==> config.mk <==
export PLATFORM = sky130hd
export DESIGN_NAME = apb_rr_arbiter
export DESIGN_NICKNAME = d
export VERILOG_FILES = /design/src/rtl/apb_arb_pkg.sv /design/src/rtl/apb_rr_arbiter_rr_arb2.sv /design/src/rtl/apb_rr_arbiter.sv
export SDC_FILE = /design/constraint.sdc
export NUM_CORES = 1
export LEC_CHECK = 0
export ABC_AREA = 1
export BUFFER_PORTS_ARGS = -buffer_cell sky130_fd_sc_hd__buf_2
export CAP_MARGIN = 20
export CORE_MARGIN = 5
export CORE_UTILIZATION = 42
export CTS_CLUSTER_SIZE = 24
export DETAILED_ROUTE_END_ITERATION = 8
export PLACE_DENSITY = 0.77
export SYNTH_ARGS = -nofsm -noshare
export SYNTH_HDL_FRONTEND = slang
export SYNTH_SLANG_ARGS = --single-unit
export TNS_END_PERCENT = 5
==> constraint.sdc <==
create_clock -name clk -period 4 [get_ports clk]
set_input_delay 0.2 -clock clk [delete_from_list [all_inputs] [get_ports clk]]
set_output_delay 0.2 -clock clk [all_outputs]
set_load 0.03 [all_outputs]
==> src/rtl/apb_arb_pkg.sv <==
// Shared types for the two-requester APB round-robin arbiter.
package apb_arb_pkg;

  typedef enum logic [1:0] {
    IDLE   = 2'd0,
    SETUP  = 2'd1,
    ACCESS = 2'd2,
    RESP   = 2'd3
  } state_e;

  typedef logic gnt_t;

  // Pointer starts on requester 1 so requester 0 wins the first tie.
  localparam gnt_t PTR_RST = 1'b1;

endpackage

==> src/rtl/apb_rr_arbiter_rr_arb2.sv <==
// Two-way round-robin grant decision; the caller owns the last-grant pointer.
module rr_arb2 (
  input  logic [1:0] req,
  input  logic       last,
  output logic       gnt_c
);

  always_comb begin
    gnt_c = 1'b0;
    if (req == 2'b11) begin
      gnt_c = ~last;
    end else if (req[1]) begin
      gnt_c = 1'b1;
    end
  end

endmodule

==> src/rtl/apb_rr_arbiter.sv <==
// Serialises two APB requesters onto one completer with round-robin fairness,
// regenerating a clean SETUP/ACCESS sequence on the shared side.
module apb_rr_arbiter
  import apb_arb_pkg::*;
#(
  parameter int unsigned G_REGWIDTH   = 32,
  parameter int unsigned G_ADDR_WIDTH = 32
) (
  input  logic                    clk,
  input  logic                    rst,
  input  logic                    s0_apb_psel,
  input  logic                    s0_apb_penable,
  input  logic                    s0_apb_pwrite,
  input  logic [2:0]              s0_apb_pprot,
  input  logic [G_ADDR_WIDTH-1:0] s0_apb_paddr,
  input  logic [G_REGWIDTH-1:0]   s0_apb_pwdata,
  output logic                    s0_apb_pready,
  output logic                    s0_apb_pslverr,
  output logic [G_REGWIDTH-1:0]   s0_apb_prdata,
  input  logic                    s1_apb_psel,
  input  logic                    s1_apb_penable,
  input  logic                    s1_apb_pwrite,
  input  logic [2:0]              s1_apb_pprot,
  input  logic [G_ADDR_WIDTH-1:0] s1_apb_paddr,
  input  logic [G_REGWIDTH-1:0]   s1_apb_pwdata,
  output logic                    s1_apb_pready,
  output logic                    s1_apb_pslverr,
  output logic [G_REGWIDTH-1:0]   s1_apb_prdata,
  output logic                    m_apb_psel,
  output logic                    m_apb_penable,
  output logic                    m_apb_pwrite,
  output logic [2:0]              m_apb_pprot,
  output logic [G_ADDR_WIDTH-1:0] m_apb_paddr,
  output logic [G_REGWIDTH-1:0]   m_apb_pwdata,
  input  logic                    m_apb_pready,
  input  logic                    m_apb_pslverr,
  input  logic [G_REGWIDTH-1:0]   m_apb_prdata
);

  state_e state, state_n;
  gnt_t   last, last_n;
  gnt_t   cur, cur_n;
  gnt_t   gnt_c;
  logic [1:0] req_c;

  logic                    m_psel_n, m_penable_n, m_pwrite_n;
  logic [2:0]              m_pprot_n;
  logic [G_ADDR_WIDTH-1:0] m_paddr_n;
  logic [G_REGWIDTH-1:0]   m_pwdata_n;
  logic                    s0_pready_n, s0_pslverr_n, s1_pready_n, s1_pslverr_n;
  logic [G_REGWIDTH-1:0]   s0_prdata_n, s1_prdata_n, rsp_rdata_c;

  // penable plays no part in arbitration: both requester phases qualify.
  logic unused_penable;
  assign unused_penable = s0_apb_penable ^ s1_apb_penable;

  assign req_c = {s1_apb_psel, s0_apb_psel};

  rr_arb2 u_rr_arb2 (
    .req   (req_c),
    .last  (last),
    .gnt_c (gnt_c)
  );

  assign rsp_rdata_c = m_apb_pwrite ? '0 : m_apb_prdata;

  always_comb begin
    state_n      = state;
    last_n       = last;
    cur_n        = cur;
    m_psel_n     = m_apb_psel;
    m_penable_n  = m_apb_penable;
    m_pwrite_n   = m_apb_pwrite;
    m_pprot_n    = m_apb_pprot;
    m_paddr_n    = m_apb_paddr;
    m_pwdata_n   = m_apb_pwdata;
    s0_pready_n  = 1'b0;
    s0_pslverr_n = 1'b0;
    s0_prdata_n  = '0;
    s1_pready_n  = 1'b0;
    s1_pslverr_n = 1'b0;
    s1_prdata_n  = '0;
    case (state)
      IDLE: begin
        if (|req_c) begin
          state_n     = SETUP;
          cur_n       = gnt_c;
          m_psel_n    = 1'b1;
          m_penable_n = 1'b0;
          if (gnt_c) begin
            m_pwrite_n = s1_apb_pwrite;
            m_pprot_n  = s1_apb_pprot;
            m_paddr_n  = s1_apb_paddr;
            m_pwdata_n = s1_apb_pwdata;
          end else begin
            m_pwrite_n = s0_apb_pwrite;
            m_pprot_n  = s0_apb_pprot;
            m_paddr_n  = s0_apb_paddr;
            m_pwdata_n = s0_apb_pwdata;
          end
        end
      end
      SETUP: begin
        state_n     = ACCESS;
        m_penable_n = 1'b1;
      end
      ACCESS: begin
        if (m_apb_pready) begin
          state_n     = RESP;
          last_n      = cur;
          m_psel_n    = 1'b0;
          m_penable_n = 1'b0;
          if (cur) begin
            s1_pready_n  = 1'b1;
            s1_pslverr_n = m_apb_pslverr;
            s1_prdata_n  = rsp_rdata_c;
          end else begin
            s0_pready_n  = 1'b1;
            s0_pslverr_n = m_apb_pslverr;
            s0_prdata_n  = rsp_rdata_c;
          end
        end
      end
      RESP: begin
        state_n = IDLE;
      end
      default: begin
        state_n = IDLE;
      end
    endcase
  end

  always_ff @(posedge clk or posedge rst) begin
    if (rst) begin
      state          <= IDLE;
      last           <= PTR_RST;
      cur            <= 1'b0;
      m_apb_psel     <= 1'b0;
      m_apb_penable  <= 1'b0;
      m_apb_pwrite   <= 1'b0;
      m_apb_pprot    <= '0;
      m_apb_paddr    <= '0;
      m_apb_pwdata   <= '0;
      s0_apb_pready  <= 1'b0;
      s0_apb_pslverr <= 1'b0;
      s0_apb_prdata  <= '0;
      s1_apb_pready  <= 1'b0;
      s1_apb_pslverr <= 1'b0;
      s1_apb_prdata  <= '0;
    end else begin
      state          <= state_n;
      last           <= last_n;
      cur            <= cur_n;
      m_apb_psel     <= m_psel_n;
      m_apb_penable  <= m_penable_n;
      m_apb_pwrite   <= m_pwrite_n;
      m_apb_pprot    <= m_pprot_n;
      m_apb_paddr    <= m_paddr_n;
      m_apb_pwdata   <= m_pwdata_n;
      s0_apb_pready  <= s0_pready_n;
      s0_apb_pslverr <= s0_pslverr_n;
      s0_apb_prdata  <= s0_prdata_n;
      s1_apb_pready  <= s1_pready_n;
      s1_apb_pslverr <= s1_pslverr_n;
      s1_apb_prdata  <= s1_prdata_n;
    end
  end

endmodule

# Word-level counts from Yosys, hierarchy flattened

Cells that the tools add are included.

Eq/ne operators: 6
Mux-type cells: 33
Bitwise operators: 1
Reductions and logical operators: 9

Operator list:

| kind                                                                  | count |
|---|---|
| 32-bit 2-to-1 mux                                                     | 9 |
| 1-bit 2-to-1 mux                                                      | 18 |
| 2-bit one-hot mux with 4 select lines                                 | 1 |
| 2-bit equality test, second input constant                            | 3 |
| 2-bit AND reduction                                                   | 3 |
| 3-bit AND reduction                                                   | 2 |
| 2-bit 2-to-1 mux                                                      | 2 |
| 2-bit inequality test, second input constant                          | 2 |
| 3-bit 2-to-1 mux                                                      | 1 |
| 1-bit one-hot mux with 3 select lines                                 | 1 |
| 3-bit nonzero test                                                    | 1 |
| 2-bit by 1-bit equality test with 1-bit output, second input constant | 1 |
| 2-bit logical NOT                                                     | 1 |
| 1-bit one-hot mux with 2 select lines                                 | 1 |
| 2-bit nonzero test                                                    | 1 |
| 2-bit OR reduction                                                    | 1 |
| 1-bit NOT                                                             | 1 |

Flip-flop bits (word level): 142
Output and inout port bits: 138
Logic and storage cells: 64

# Depth between registers and ports, before layout

Gate-level depths: netlist (run 1).

Depth in word-level cells: 4
Mapped depth: 9
Mapped depth without buffers: 7

# Hierarchy

A second synthesis (run 1) with hierarchy kept.

Cells, all modules: 734
Area, all modules: 5943.2 um^2

Modules (own cells, without submodules):

| module         | instances | cells each | area an instance (um^2) | seq. area each (um^2) |
|---|---|---|---|---|
| apb_rr_arbiter | 1         | 732        | 5930.7                  | 3554.7 |
| rr_arb2        | 1         | 2          | 12.5                    | 0.0 |

# Worst setup path before layout (run 1)

OpenSTA, ideal clock, no wires.

Kind: register -> register
Start point: register state[0]
End point: register m_apb_paddr[10]
Library setup time: 117 ps
Arrival: 1325 ps
Required time: 3883 ps
Path slack: 2558 ps
Stages on the path, launching flop included: 10
Period minus slack after synthesis: 1442 ps
Path through: dfrtp_1 inv_1 ha_1 inv_1 nor2_4 inv_2 buf_4 buf_6 nand2_1 nand2_1

Longest elaborated chain between the ends: 2

RTL lines:

| item                          | RTL line              | text |
|---|---|---|
| start: declaration            | apb_rr_arbiter.sv:40  | `state_e state, state_n;` |
| start signal: assignment      | apb_rr_arbiter.sv:151 | `state <= state_n;` |
| 2-bit logical NOT             | apb_rr_arbiter.sv:83  | `case (state)` |
| 2-bit AND reduction (no line) | --                    |  |
| end signal: assignment        | apb_rr_arbiter.sv:158 | `m_apb_paddr <= m_paddr_n;` |
| end: declaration              | apb_rr_arbiter.sv:33  | `output logic [G_ADDR_WIDTH-1:0] m_apb_paddr,` |

No other way between the ends.
A chain may end at the register's enable or synchronous reset.

# Worst setup path in the final report (run 1)

Start point: register state[1]
End point: register m_apb_paddr[26]

The elaborated chain is that of the path after synthesis.

==> flow_summary_export.csv, run 1 <==
group,metric,value,unit
place,finalWeightedCongestion,0.833,
place,pre_cts_slack,1.90,ns
route,drc,0,
critical_path,timing.critical_path.from,"state[1]$_DFFE_PP0P_",
grt,grt_overflow,0,
synth,synth_area,6300,sq um
place,io_buffers,311,
critical_path,setup.worst_path.end_class,"register",
route,drt_wl_total,19.0,mm
power_and_ir_drop,leakagePower,5.14,nW
floorplan,initial_core_util,0.430,
clock_network,cts_tree,"built",
synth,synth_compound_area_frac,0.00338,
grt,antenna_found_initial,0,
sta,grt_setup_unrepaired,"false",
clock_network,cts.path.max_buffers,2,
synth,synth-simple-area-share,0.334,
sta,finalHoldViolCount,0,
power_and_ir_drop,peakVddDrop,0.361,mV
power_and_ir_drop,powerDensity,737,nW/um^2
clock_network,cts-htree-levels,4,
grt,grt_pass1_vias,5931,
route,viasPerCell,4.79,
cells_and_area,final_layout_size_suffix_gt1_frac,0.343,
critical_path,worst-endpoint-arrival,2.47,ns
synth,synth_top_area_cell,"dfrtp_1",
synth,yosysWarnings,0,
synth,synth_fp_nets,923,
clock_network,clockRootBuffer,"clkbuf_16",
power_and_ir_drop,total_power,6.30,mW
cells_and_area,fin_util,0.584,
clock_network,cts_setup_buffers,0,
synth,synth_top_family_by_area,"simple AND/OR/NAND/NOR gates",
clock_network,path_clk_slew,0.06,ns
floorplan,ioPinCount,314,
clock_network,cts_resized,0,
floorplan,fp.dieH,132,um
sta,setup_slack,1.89,ns
clock_network,cts_buffers,17,
synth,ys_types,20,
cells_and_area,area_growth,35.8,%
synth,postSynthCellCount,741,
floorplan,core_area,14600,sq um
critical_path,cp_data_required_time,4.36,ns
floorplan,rows,44,
sta,max-slew-margin-rel,0.320,
clock_network,clk-insertion-delay-late,0.42,ns
synth,synth_xor_area_frac,0,
critical_path,worstSetupPathType,"register to register",
synth,syn_area_per_cell,8.50,sq um
place,dp_hpwl,13.2,mm
route,drt_iter0_drc,343,
sta,worst_clock_skew,0.0139,ns
job,max_cap_viol_count,0,
sta,holdWs,0.0218,ns
grt,grt_max_degree,69,
route,route.vias.total,5936,
route,first_pass_iters,5,
synth,synth_top_area_frac,0.560,
cells_and_area,num_antenna_cells,0,
critical_path,startpoint_type,"register",
grt,grt_pass1_wl,30.4,mm
sta,slew_viol_final,0,
synth,seq_area_frac_synth,0.565,
route,drt.antenna.violating_nets,0,
sta,finalSetupViolations,0,
cells_and_area,final_nets,1223,
sta,worstMarginPinSlew,1.02,ns
synth,synth.area.mux_share,0,
clock_network,cts.sinks,142,
floorplan,fp.dieArea,17500,sq um
synth,synth_area_leaders,"dfrtp_1 56%, nand2_1 15%, nand3b_1 8.1%",
run_status,status,"finished, final reports clean",
route,drt-wirelength-per-cell,15.4,um
sta,finalSetupTns,0,ns
sta,max_freq,0.474,GHz
critical_path,critPathMaxFanout,45,
grt,grt.total_usage,0.218,
synth,synth-seq-cells,142,
critical_path,worstReg2RegStart,"state[1]$_DFFE_PP0P_",
synth,synthAdderAreaFrac,0.0119,
floorplan,die_w,132,um
min_path,hp-start,"m_apb_prdata[18]",
sta,min_period,2.11,ns
min_path,holdCritPathClass,"primary input to register",
sta,finalCritPeriodShare,0.527,
routing by layer:
layer  part of all wire  GRT usage
met1               0.38      0.247
met2               0.50      0.374
met3              0.095     0.0854
met4              0.021     0.0762
met5                  0          0
cell type report:
class                           count  area (sq um)
Clock buffer                       19           453
Sequential cell                   142          3550
Multi-Input combinational cell    472          2200
Timing Repair Buffer              326          1680
Inverter                           82           312
Fill cell                        1303          6090
Tap cell                          184           230
Clock inverter                     13           121
power breakdown:
part / internal [mW] / switching, mW / total, mW / leakage [nW]
Sequential: 1.88 / 0.214 / 2.09 / 1.85
Clock: 0.853 / 0.663 / 1.52 / 0.272
Combinational: 0.748 / 1.95 / 2.70 / 3.02
metrics by stage:
step                      cell area [sq um]  instances
after floorplan                        6300        741
after global placement                 7940       1202
after detailed placement               7940       1202
after CTS                              8540       1237
after global routing                   8550       1238
final                                  8550       1238
cells by family (layout without fill, tap and decap cells):
group	after synthesis	after routing
flip-flops	142	142
adder cells (fa/ha/maj)	6	6
buffers and inverters	127	440
AND/OR/NAND/NOR	462	462
AO/OA/AOI/OAI	4	4
synth_stat cells:
cell type / number
clkbuf_1: 15
buf_1: 4
buf_4: 7
inv_2: 1
nand2_2: 2
nand4_1: 2
buf_6: 2
nand2_1: 248
nor2_4: 2
inv_1: 81
a31oi_1: 1
buf_2: 17
o21ai_0: 2
nand3_1: 73
dfstp_2: 1
dfrtp_1: 141
nor2_1: 67
nand3b_1: 68
ha_1: 6
a21oi_1: 1
final timing paths:
path,end,slack (ns),depth (start not counted)
worst max-delay path,m_apb_paddr[26]$_DFFE_PP0P_,1.89,8
worst max register to register,m_apb_paddr[26]$_DFFE_PP0P_,1.89,8
worst min register to register,m_apb_pwdata[2]$_DFFE_PP0P_,0.48,2
worst min-delay path,s0_apb_prdata[18]$_DFF_PP0_,0.02,3
max in group asynchronous,last$_DFFE_PP1P_,2.47,5
min in group asynchronous,m_apb_paddr[8]$_DFFE_PP0P_,0.54,4
registers in the layout, summed over array words and instances (netlist names), 2 cells and up:
register and flops:
state 2, m_apb_pprot 3, m_apb_paddr 32, s1_apb_prdata 32
m_apb_pwdata 32, s0_apb_prdata 32
placed cells by master (no fill, tap or decap):
master,instances
buf_2,311
nand2_1,248
dfrtp_1,141
inv_1,80
nand3_1,73
nand3b_1,68
nor2_1,67
clkbuf_16,17
buf_4,11
ha_1,6
clkinvlp_4,5
inv_8,5
dlygate4sd3_1,4
inv_6,3
nand2_2,2
nor2_4,2
nand4_1,2
o21ai_0,2
clkbuf_8,2
inv_2,1
a21oi_1,1
a31oi_1,1
clkinv_4,1
dfstp_2,1
critical path, cell delays in order, from the launching register on:
cell	delay [ns]
dfrtp_1	0.42
inv_1	0.11
ha_1	0.21
inv_1	0.13
nor2_4	0.06
inv_2	0.60
buf_4	0.35
nand2_1	0.09
nand2_1	0.08
timing repair:
item                                    4_1_cts  5_1_grt
hold buffers                                  3        1
hold endpoints to repair                     54        1
endpoints found under the setup margin        0        0
No activity file was read; power rests on OpenSTA's default activity.
==> run 2, diff against run 1 <==
- ABC_AREA: 1 -> 0
- CORE_UTILIZATION: 42 -> 44
- PLACE_DENSITY: 0.77 -> 0.8
- clock period: 4 -> 2 ns (I/O delays scaled with it)
==> flow_summary_export.csv, run 2 <==
group,metric,value,unit
grt,met3_usage,0.0810,
sta,finalSetupTns,0,ns
floorplan,die_w,123,um
critical_path,startpoint_type,"register",
grt,grt_max_degree,69,
cells_and_area,area_growth,71.4,%
route,drt.antenna.violating_nets,0,
route,drt-wirelength-per-cell,18.8,um
min_path,whs_path_depth,3,
critical_path,path_buf_inv,2,
floorplan,ioPinCount,314,
synth,synth_edf_count,0,
sta,min_period,1.83,ns
critical_path,worstSetupPathDepth,6,
sta,setup_slack,0.171,ns
sta,holdWs,0.0140,ns
place,finalWeightedCongestion,0.892,
route,drt_wl_total,23.3,mm
cells_and_area,fillCellCount,749,
synth,synth_top_area_frac,0.627,
synth,synth_ff_type,"dfrtp_1",
sta,finalHoldViolCount,0,
critical_path,critical-path-top-delay-family,"compound AO/OA/AOI/OAI gates",
route,route.vias.total,6446,
critical_path,setup.worst_path.end_class,"register",
clock_network,cts.sinks,142,
power_and_ir_drop,leakagePower,4.95,nW
cells_and_area,final_layout_size_suffix_gt1_frac,0.344,
route,first_pass_iters,5,
power_and_ir_drop,powerDensity,1380,nW/um^2
synth,async_reset_ff_frac,1.00,
critical_path,cp_slowest_stage_delay,0.40,ns
critical_path,slowest_stage,"dfrtp_1",
grt,grt_pass1_wl,35.4,mm
place,pre_cts_slack,0.177,ns
cells_and_area,final_cell_mix,"311 x buf_2, 162 x dlygate4sd3_1, 141 x dfrtp_1, 137 x nor2_1, 135 x a21oi_1",
critical_path,cp_cell_sequence,"inv_1 -> ha_1 -> o21ai_4 -> buf_12 -> a21oi_2 -> a21oi_1",
clock_network,cts_buffers,17,
floorplan,initial_core_util,0.448,
floorplan,rows,41,
job,max_cap_viol_count,0,
grt,grt_pass1_vias,6817,
grt,grt.busiest_layer,"met2",
min_path,holdCritPathClass,"primary input to register",
critical_path,critPathMaxFanout,31,
sta,worst_clock_skew,0.0127,ns
grt,met1_usage,0.330,
critical_path,worstSetupPathType,"register to register",
floorplan,core_area,12600,sq um
critical_path,reg2reg_depth,6,
cells_and_area,stdcell_count,1241,
synth,syn_area_per_cell,9.64,sq um
synth,postSynthCellCount,584,
sta,slew_viol_final,0,
floorplan,fp.dieArea,15200,sq um
clock_network,clockRootBuffer,"clkbuf_16",
clock_network,path_clk_slew,0.06,ns
place,io_buffers,311,
sta,max-slew-margin-rel,0.492,
place,dpl.cell_count,1041,
power_and_ir_drop,peakVddDrop,0.808,mV
synth,synthTopCellsByCount,"141 x dfrtp_1, 137 x nor2_1, 136 x a21oi_1",
synth,synth_area,5630,sq um
synth,synth_top_area_cell,"dfrtp_1",
synth,seq_area_frac_synth,0.631,
critical_path,cp_data_required_time,2.28,ns
route,viasPerCell,5.19,
critical_path,worst-endpoint-arrival,2.11,ns
grt,antenna_found_initial,2,
grt,use_met2,0.526,
sta,worstMarginPinSlew,0.759,ns
clock_network,cts_tree,"built",
grt,grt_overflow,0,
sta,finalCritPeriodShare,0.915,
route,drc,0,
route,drt_iter0_drc,559,
clock_network,cts-htree-levels,4,
clock_network,cts.path.max_buffers,2,
synth,synth_fp_nets,766,
sta,max_freq,0.547,GHz
synth,synth_area_leaders,"dfrtp_1 63%, a21oi_1 12%, nor2_1 9.1%",
run_status,status,"finished, final reports clean",
synth,ys_types,25,
cells_and_area,final_common_cell,"buf_2",
synth,synth-seq-cells,142,
grt,grt.total_usage,0.306,
cells_and_area,final_nets,1232,
sta,finalSetupViolations,0,
place,dp_hpwl,12.1,mm
clock_network,clk-insertion-delay-late,0.42,ns
synth,yosysWarnings,0,
synth,post-synth-top-count-cell,"dfrtp_1",
floorplan,fp.dieH,123,um
run 2: changes by cell type in the layout (fill, tap and decap cells not counted), moves of 70 or more:
cell | previous run | this run
a21oi_1 | 1 | 135
inv_1 | 80 | 5
nor2_1 | 67 | 137
dlygate4sd3_1 | 4 | 162
nand2_1 | 248 | 70
nand3_1 | 73 | 1
run 2: cells by family (layout without fill, tap and decap cells):
| family | Yosys count | in the layout | share of synthesized area |
|---|---|---|---|
| compound gates | 143 | 143 | 0.132 |
| buf+inv | 45 | 524 | 0.0367 |
| other cells | 0 | 6 | 0 |
| fa+ha+maj | 6 | 6 | 0.0133 |
| mux | 4 | 4 | 0.00778 |
| flops | 142 | 142 | 0.631 |
| simple gates | 244 | 244 | 0.179 |
run 2: tightest hold or removal path: stages:
cell	delay, ns
buf_2	0.08
a21oi_1	0.05
a21oi_1	0.15
run 2: path summary, 6_finish.rpt:
| path | start | to | slack [ns] |
|---|---|---|---|
| worst max-delay path | state[0]$_DFFE_PP0P_ | m_apb_paddr[12]$_DFFE_PP0P_ | 0.17 |
| worst min-delay path | s1_apb_pwdata[27] | m_apb_pwdata[27]$_DFFE_PP0P_ | 0.01 |
| worst max register to register | state[0]$_DFFE_PP0P_ | m_apb_paddr[12]$_DFFE_PP0P_ | 0.17 |
| worst min register to register | m_apb_psel$_DFFE_PP0P_ | m_apb_psel$_DFFE_PP0P_ | 0.50 |
| max in group asynchronous | rst | last$_DFFE_PP1P_ | 0.96 |
| min in group asynchronous | rst | m_apb_paddr[9]$_DFFE_PP0P_ | 0.31 |
run 2: layout make-up:
| type | count | area [sq um] | share of cell area |
|---|---|---|---|
| well taps | 172 | 215 | 0.0223 |
| clock inverters | 11 | 131 | 0.0136 |
| repair buffers | 486 | 3350 | 0.347 |
| flip-flops and latches | 142 | 3550 | 0.368 |
| multi-input cells | 397 | 1890 | 0.196 |
| clock buffers | 21 | 460 | 0.0477 |
| diodes | 6 | 15.0 | 0.00156 |
| inverters | 6 | 26.3 | 0.00272 |
run 2: per-layer routing:
layer  wire length, um  share of wire  vias to the layer above
li1                  -              -                     2823
met1              8010           0.34                     3015
met2             11800           0.50                      470
met3              2020          0.087                      138
met4              1500          0.064                        0
met5                 0              0                        -
run 2: stage by stage:
step            util  area (sq um)  total power, mW
5_1_grt        0.767          9640             13.9
4_1_cts        0.766          9620             13.0
3_3_place_gp   0.590          7410             9.49
2_1_floorplan      -          5630             7.85
6_report       0.768          9650             13.3
3_5_place_dp   0.590          7410             9.61
run 2: timing repair:
item,4_1_cts,5_1_grt
gates resized for setup,0,2
setup buffers,0,0
endpoints found under the setup margin,0,3
endpoints found under the hold margin,156,0
hold buffers,162,0
run 2: where the power goes:
| group | switching, mW | internal [mW] | total [mW] |
|---|---|---|---|
| logic | 3.98 | 1.89 | 5.87 |
| registers | 0.495 | 3.75 | 4.24 |
| clock network | 1.24 | 1.92 | 3.15 |
==> run 3, diff against run 2 <==
- CORE_ASPECT_RATIO: unset -> 1.75
==> flow_summary_export.csv, run 3 (same netlist as run 2, synthesis figures left out) <==
group,metric,value,unit
run_status,status,"finished, final reports clean",
place,dp_hpwl,12.3,mm
route,drc,0,
floorplan,die_w,95.5,um
power_and_ir_drop,leakagePower,4.95,nW
critical_path,endpoint,"m_apb_pwdata[4]$_DFFE_PP0P_",
power_and_ir_drop,powerDensity,1370,nW/um^2
critical_path,worstSetupPathType,"register to register",
route,drt.antenna.violating_nets,0,
sta,grt_setup_unrepaired,"false",
power_and_ir_drop,peakVddDrop,0.954,mV
clock_network,cts-htree-levels,4,
clock_network,cts_tree,"built",
grt,antenna_found_initial,4,
critical_path,slowest_stage,"dfrtp_1",
grt,grt_overflow,0,
power_and_ir_drop,total_power,13.2,mW
clock_network,path_clk_slew,0.07,ns
cells_and_area,final_common_cell,"buf_2",
sta,finalCritPeriodShare,0.896,
cells_and_area,final_layout_size_suffix_gt1_frac,0.346,
critical_path,reg2reg_depth,6,
job,max_cap_viol_count,0,
critical_path,critPathMaxFanout,35,
critical_path,cp_slowest_stage_delay,0.41,ns
clock_network,cts_buffers,17,
route,drt_iter0_drc,351,
route,first_pass_iters,5,
critical_path,cp_data_required_time,2.31,ns
floorplan,fp.dieH,160,um
critical_path,startpoint_type,"register",
place,finalWeightedCongestion,0.815,
grt,grt_max_degree,94,
floorplan,fp.dieArea,15200,sq um
sta,worst_clock_skew,0.00846,ns
sta,slew_viol_final,0,
floorplan,rows,54,
clock_network,clockRootBuffer,"clkbuf_16",
floorplan,initial_core_util,0.450,
floorplan,core_area,12500,sq um
critical_path,cp_cell_sequence,"inv_1 -> ha_1 -> o21ai_4 -> buf_12 -> a21oi_1 -> a21oi_1",
critical_path,path_common_cell,"a21oi_1",
floorplan,ioPinCount,314,
route,drt-wirelength-per-cell,18.3,um
critical_path,setup.worst_path.end_class,"register",
clock_network,cts_setup_buffers,0,
critical_path,r2r_setup_slack,0.21,ns
grt,grt.total_usage,0.298,
clock_network,cts.path.max_buffers,2,
critical_path,rr_endpoint,"m_apb_pwdata[4]$_DFFE_PP0P_",
cells_and_area,area_growth,71.5,%
sta,max_freq,0.558,GHz
clock_network,cts.sinks,142,
sta,finalSetupViolations,0,
sta,min_period,1.79,ns
min_path,holdCritPathClass,"primary input to register",
critical_path,worstReg2RegStart,"state[1]$_DFFE_PP0P_",
sta,worstMarginPinSlew,0.673,ns
grt,grt_pass1_vias,6902,
sta,max-slew-margin-rel,0.550,
cells_and_area,final_nets,1234,
route,drt_wl_total,22.7,mm
critical_path,timing.critical_path.from,"state[1]$_DFFE_PP0P_",
cells_and_area,final_cell_mix,"311 x buf_2, 163 x dlygate4sd3_1, 141 x dfrtp_1, 137 x nor2_1, 136 x a21oi_1",
critical_path,worst-endpoint-arrival,2.10,ns
place,io_buffers,311,
route,route.vias.total,6380,
sta,finalHoldViolCount,0,
grt,grt_pass1_wl,34.9,mm
clock_network,clk-insertion-delay-late,0.41,ns
route,viasPerCell,5.15,
sta,finalSetupTns,0,ns
## run 3: cell type report
cell class / count / area [sq um]
multi-input cells: 397 / 1890
diodes: 5 / 12.5
flip-flops and latches: 142 / 3550
fillers: 743 / 2850
clock inverters: 14 / 145
well taps: 168 / 210
repair buffers: 488 / 3380
clock buffers: 18 / 439
inverters: 6 / 26.3
## run 3: worst min path at each step
stage	start	endpoint	slack [ns]	cells after the start
after floorplan	m_apb_pslverr	s0_apb_pslverr$_DFF_PP0_	0.23	2
after global placement	rst	s0_apb_prdata[6]$_DFF_PP0_	0.29	3
after detailed placement	rst	s1_apb_prdata[12]$_DFF_PP0_	0.30	3
after CTS	s1_apb_pwdata[30]	m_apb_pwdata[30]$_DFFE_PP0P_	0.002	3
after global routing	s1_apb_pwdata[30]	m_apb_pwdata[30]$_DFFE_PP0P_	0.04	3
final	s1_apb_pwdata[30]	m_apb_pwdata[30]$_DFFE_PP0P_	0.03	3
## run 3: routing by layer
layer	vias to the layer above	GRT usage	wire length, um
met1	2948	0.310	7240
li1	2826	-	-
met4	0	0.212	1700
met3	133	0.0829	2040
met5	-	0	0
met2	473	0.500	11700
## run 3: power by group
group | switching (mW) | leakage [nW] | internal (mW)
Sequential | 0.506 | 1.77 | 3.74
Combinational | 3.91 | 2.91 | 1.91
Clock | 1.32 | 0.272 | 1.79
Total | 5.75 | 4.95 | 7.44
## run 3: repair_timing
| action | CTS | global route |
|---|---|---|
| hold endpoints to repair | 275 | 0 |
| hold buffers | 163 | 0 |
| endpoints found under the setup margin | 0 | 1 |
| gates resized for setup | 0 | 1 |
## run 3: stage by stage
| stage | cells | area (sq um) | utilization | hold WS [ns] | setup slack [ns] |
|---|---|---|---|---|---|
| finish | 1238 | 9650 | 0.772 | 0.0265 | 0.207 |
| global route | 1237 | 9650 | 0.772 | 0.0375 | 0.0975 |
| CTS | 1232 | 9610 | 0.769 | 0.00209 | 0.0234 |
| detailed placement | 1037 | 7390 | 0.591 | 0.297 | 0.0629 |
| global placement | 1037 | 7390 | 0.591 | 0.288 | 0.0890 |
| floorplan | 584 | 5630 | - | 0.229 | 0.124 |
## run 3: critical path, delay by kind of cell, from the launching register on
kind | cells | cell delay, ns
compound gates | 3 | 0.60
buf+inv | 2 | 0.39
fa+ha+maj | 1 | 0.27
flops | 1 | 0.41
